[config.mk]
export PLATFORM = sky130hd
export DESIGN_NAME = full_adder8
export DESIGN_NICKNAME = d
export VERILOG_FILES = /design/src/rtl/adder_pkg.sv /design/src/rtl/full_adder_cell.sv /design/src/rtl/full_adder8.sv
export SDC_FILE = /design/constraint.sdc
export NUM_CORES = 1
export LEC_CHECK = 0
export CAP_MARGIN = 20
export CORE_UTILIZATION = 40
export DETAILED_ROUTE_END_ITERATION = 7
export PLACE_DENSITY = 0.81
export SYNTH_ARGS = -nofsm -noshare
export SYNTH_HDL_FRONTEND = slang
export SYNTH_HIERARCHICAL = 1
export SYNTH_SLANG_ARGS = --single-unit
export TNS_END_PERCENT = 20
[constraint.sdc]
create_clock -name clk -period 2 [get_ports clk]
set_input_delay 0.4 -clock clk [delete_from_list [all_inputs] [get_ports clk]]
set_output_delay 0.4 -clock clk [all_outputs]
set_load 0.01 [all_outputs]
[src/rtl/adder_pkg.sv]
// Shared constants for the ripple-carry adder slice.
package adder_pkg;

  localparam int WIDTH = 8;

  // Number of sum bits including the carry-out.
  localparam int SUM_WIDTH = WIDTH + 1;

endpackage : adder_pkg

[src/rtl/full_adder_cell.sv]
// One-bit full-adder cell: the building block of the ripple chain.
module full_adder_cell (
  input  logic x,
  input  logic y,
  input  logic ci,
  output logic sum,
  output logic co
);

  logic prop;

  assign prop = x ^ y;
  assign sum  = prop ^ ci;
  assign co   = (x & y) | (ci & prop);

endmodule : full_adder_cell

[src/rtl/full_adder8.sv]
// Unsigned adder: combinational ripple of full-adder cells feeding a single
// registered output stage with one cycle of latency.
module full_adder8 #(
  parameter int WIDTH = adder_pkg::WIDTH
) (
  input  logic             clk,
  input  logic             rst,
  input  logic [WIDTH-1:0] a,
  input  logic [WIDTH-1:0] b,
  input  logic             in_valid,
  output logic [WIDTH-1:0] s,
  output logic             ovf,
  output logic             out_valid
);

  logic [WIDTH:0]   carry;
  logic [WIDTH-1:0] sum_comb;

  assign carry[0] = 1'b0;

  for (genvar i = 0; i < WIDTH; i++) begin : g_cell
    full_adder_cell u_cell (
      .x   (a[i]),
      .y   (b[i]),
      .ci  (carry[i]),
      .sum (sum_comb[i]),
      .co  (carry[i+1])
    );
  end

  // Output stage: captures the sum only on valid cycles, holds otherwise.
  always_ff @(posedge clk or posedge rst) begin
    if (rst) begin
      s         <= '0;
      ovf       <= 1'b0;
      out_valid <= 1'b0;
    end else begin
      out_valid <= in_valid;
      if (in_valid) begin
        s   <= sum_comb;
        ovf <= carry[WIDTH];
      end else begin
        s   <= s;
        ovf <= ovf;
      end
    end
  end

endmodule : full_adder8

Yosys cells after proc, flatten, opt, wreduce, memory -nomap -nowiden

Index checks and enable logic that the tools add are counted.

Flip-flop bits (word level): 10
Input port bits: 19
Output and inout port bits: 10
Logic and storage cells: 40

Bitwise operators: 37

Operator list:

| kind             | count |
|---|---|
| AND 1 bit        | 15 |
| XOR 1 bit        | 15 |
| bitwise OR 1 bit | 7 |

Logic depth before layout (Yosys ltp)

Gate-level depths: netlist of run 1.

Depth in word-level cells: 15
Mapped depth: 9
Depth with buffers taken out: 9

By module

The synthesis of run 1 kept the hierarchy.

By module, submodules not included:

| module          | instances | cells an instance | area each (um^2) | sequential area each (um^2) |
|---|---|---|---|---|
| full_adder8     | 1         | 22                | 404.1            | 250.2 |
| full_adder_cell | 8         | 1                 | 20.0             | 0.0 |

Least setup slack after synthesis of run 1

Ideal clock, no wire load.

Kind: input-to-reg
From: input b[0]
To: register s[7]
Library setup time: 125 ps
Arrival time: 3773 ps
Data required time: 1875 ps
Slack: -1898 ps
Stages: 9
Buffers on the path: 0
Cells stage by stage: fa_1 > fa_1 > fa_1 > fa_1 > fa_1 > fa_1 > fa_1 > fa_1 > mux2_4

Longest elaborated chain between the ends: 14

Ends and longest elaborated chain:

| element                | RTL line              | text |
|---|---|---|
| from (decl)            | full_adder8.sv:9      | `input logic [WIDTH-1:0] b,` |
| AND 1 bit (2 in a row) | full_adder_cell.sv:14 | `assign co = (x & y) \| (ci & prop);` |
| bitwise OR 1 bit       | full_adder_cell.sv:14 |  |
| via carry[2]           | full_adder8.sv:16     | `logic [WIDTH:0] carry;` |
| AND 1 bit              | full_adder_cell.sv:14 |  |
| bitwise OR 1 bit       | full_adder_cell.sv:14 |  |
| via carry[3]           | full_adder8.sv:16     |  |
| AND 1 bit              | full_adder_cell.sv:14 |  |
| bitwise OR 1 bit       | full_adder_cell.sv:14 |  |
| via carry[4]           | full_adder8.sv:16     |  |
| [2 not listed]         | n/a                   |  |
| via carry[5]           | full_adder8.sv:16     |  |
| AND 1 bit              | full_adder_cell.sv:14 |  |
| bitwise OR 1 bit       | full_adder_cell.sv:14 |  |
| via carry[6]           | full_adder8.sv:16     |  |
| AND 1 bit              | full_adder_cell.sv:14 |  |
| bitwise OR 1 bit       | full_adder_cell.sv:14 |  |
| via carry[7]           | full_adder8.sv:16     |  |
| XOR 1 bit              | full_adder_cell.sv:13 | `assign sum = prop ^ ci;` |
| via sum_comb[7]        | full_adder8.sv:17     | `logic [WIDTH-1:0] sum_comb;` |
| to (signal assigned)   | full_adder8.sv:40     | `s <= sum_comb;` |
| to (signal assigned)   | full_adder8.sv:43     | `s <= s;` |
| to (decl)              | full_adder8.sv:11     | `output logic [WIDTH-1:0] s,` |

The timed path passes the listed nets, and every way through them passes these cells.
A chain may end at the register's enable or synchronous reset.

Final worst setup path of run 1

From: input a[0]
To: register s[7]

Longest elaborated chain between the ends: 14

Ends and longest elaborated chain:

| element          | RTL line              | text |
|---|---|---|
| from (decl)      | full_adder8.sv:8      | `input logic [WIDTH-1:0] a,` |
| AND 1 bit        | full_adder_cell.sv:14 |  |
| via carry[1]     | full_adder8.sv:16     |  |
| AND 1 bit        | full_adder_cell.sv:14 |  |
| bitwise OR 1 bit | full_adder_cell.sv:14 |  |
| via carry[2]     | full_adder8.sv:16     |  |
| AND 1 bit        | full_adder_cell.sv:14 |  |
| bitwise OR 1 bit | full_adder_cell.sv:14 |  |
| via carry[3]     | full_adder8.sv:16     |  |
| [2 not listed]   | n/a                   |  |
| via carry[4]     | full_adder8.sv:16     |  |
| [2 not listed]   | n/a                   |  |
| via carry[5]     | full_adder8.sv:16     |  |
| AND 1 bit        | full_adder_cell.sv:14 |  |
| bitwise OR 1 bit | full_adder_cell.sv:14 |  |
| via carry[6]     | full_adder8.sv:16     |  |
| AND 1 bit        | full_adder_cell.sv:14 |  |
| bitwise OR 1 bit | full_adder_cell.sv:14 |  |
| via carry[7]     | full_adder8.sv:16     |  |
| XOR 1 bit        | full_adder_cell.sv:13 |  |
| via sum_comb[7]  | full_adder8.sv:17     |  |

The timed path passes the listed nets, and every way through them passes these cells.

==> results of run 1 <==
logic make-up (layout without fill, tap and decap cells):
kind of cell	count (synthesis)	count (layout)	share of synthesized area (%)
flip-flops	10	10	44.3
multiplexers	9	9	23.9
adder cells (fa/ha/maj)	8	8	28.4
buffers and inverters	2	34	2.66
other	1	1	0.665
routing by layer:
metal	part of all wire [%]	up-vias	global-route usage (%)	routed length, µm
met5	0	-	0	0
met4	2.0	0	15.5	21
met3	7.6	2	6.82	80
met2	56	20	34.8	595
met1	34	181	17.4	361
li1	-	158	-	-
registers in the layout, indices dropped and copies added (netlist names):
| register | cells |
|---|---|
| s | 8 |
| ovf | 1 |
| out_valid | 1 |
timing repair:
action | 4_1_cts | 5_1_grt
resized for setup | 12 | 0
setup endpoints to repair | 7 | 6
pin swaps | 8 | 8
layout by cell type (no fill, tap or decap):
master,Yosys,final
clkdlybuf4s50_1,0,24
dfrtp_1,10,10
mux2_4,9,9
fa_2,0,8
clkbuf_4,0,3
dlygate4sd2_1,0,2
inv_1,1,1
clkbuf_8,0,1
conb_1,1,1
buf_2,0,1
buf_6,1,1
buf_4,0,1
cell usage after synthesis:
cell type,number,area [µm²]
fa_1,8,160
conb_1,1,3.75
mux2_4,9,135
buf_6,1,11.3
dfrtp_1,10,250
inv_1,1,3.75
layout make-up:
cell class	count	area [µm²]	share of cell area, %
flip-flops and latches	10	250	27.5
inverters	1	3.75	0.413
repair buffers	29	282	30.9
clock buffers	4	36.3	3.99
multi-input cells	18	319	35.1
well taps	15	18.8	2.06
metrics by stage:
stage / instances / setup slack (ps)
after CTS: 77 / -1650
after global placement: 73 / -2160
after detailed placement: 73 / -2210
final: 77 / -1510
after global routing: 77 / -1560
after floorplan: 30 / -1630
worst max path at each step:
stage | from | endpoint | slack [ps] | cells past startpoint
after floorplan | b[0] | s[7] | -1630 | 9
after global placement | b[0] | s[7] | -2160 | 10
after detailed placement | b[0] | s[7] | -2210 | 10
after CTS | a[0] | s[7] | -1650 | 10
after global routing | a[0] | s[7] | -1560 | 10
final | a[0] | s[7] | -1510 | 10
power breakdown:
group          internal [W]  switching [W]
registers          0.000245      0.0000254
clock network      0.000110      0.0000663
logic              0.000180      0.0000871
total              0.000536       0.000179
==> run summary, run 1 <==
Slew Limit Fails: 0
Max_cap viols: 0
Cell Area, Synth: 564 µm²
Final Hold Viols: 0
Routability Congestion: 0.622
CTS Sinks: 10
RSZ-0062 raised after global routing: true
Final WS setup: -1510 ps
R2R depth: 1
Hold Buf Count CTS: 0
Hold slack final: 394 ps
DRT Pass-1 Iters: 4
Power density over the cells: 786 nW/µm²
Via count: 361
CTS max path bufs: 2
FP Rows: 13
DR vias/cell: 4.69
Worst R2R End: s[6]
Drt total wl: 1060 µm
Critical path launch point type: input pin
Failing checks: setup timing
Syn_nets: 57
Post-route design area: 910 µm²
Clock Skews: 0 ps
Largest net degree at the start of global routing: 11
Worst endpoint required time: 2150 ps
Register bit total from synthesis: 10
Slowest CP cell: fa_2
R2R Setup Slk: 1230 ps
Core footprint: 1300 µm²
Final nets: 90
Crit-path max FO: 1
FF-to-FF Start: s[6]
Max Fclk: 285 MHz
Worst hold path class: input pin to async pin
Critical Path Max Stage Delay: 400 ps
Peak VDD IR: 0.000373 V
Global-route wire length before repair: 1760 µm
Ports: 29
Leakage: 0.391 nW
Synth Area per Inst: 18.8 µm²
Area after DPL: 877 µm²
DRC errors left: 0
Post-layout total power: 0.000715 W
Crit path max-delay family: adder cells
Final setup fails: 6
Share of layout cells above drive strength 1: 38.7%
TritonCTS Buffers: 3
Setup crit end kind: register
Root Driver: clkbuf_4
Worst-skew pair later-pin latency: 260 ps
Initial core utilization: 43.4%
Initial antenna violation count: 0
Overflow after GRT: 0
Buf/Inv on CP: 1
Worst-path cell chain: buf_6, fa_2, fa_2, fa_2, fa_2, fa_2, fa_2, fa_2, fa_2, mux2_4
CP Class: input pin to register
Number of buffers added on ports: 28
Post-DRT Antenna Nets: 0
Min Tclk post-route: 3510 ps
Mapped Cells: 30
Die Width: 39.6 µm
GRT Overall Usage: 19.6%
Setup TNS: -5540 ps
Synthesis Warnings: 6
CTS tree: built
Die area: 1560 µm²
Initial DRC Count: 1
Postcts setup bufs: 0
H-tree levels: 1
Routed WL per cell: 13.8 µm
Final core occ: 69.9%
Die height: 39.6 µm
Tcrit/Tclk final: 176%
Vias in the first global route: 405
Status: complete, but fails checks
P&R area growth vs syn: 61.2%
Seq/Total Area, Yosys: 44.3%
CP arrival: 3660 ps
Fillers: 96
ANT cells: 0
Most used cell, CP: fa_2
Clk slew on worst S/H paths: 60 ps
Netlist cell types: 6
Note: power is estimated with default switching activity, not from simulation.
==> run 2: changes to the inputs <==
GPL_ROUTABILITY_DRIVEN = 0   (was default)
==> results of run 2 <==
Final layout, timing and power as in run 1 (identical DEF).
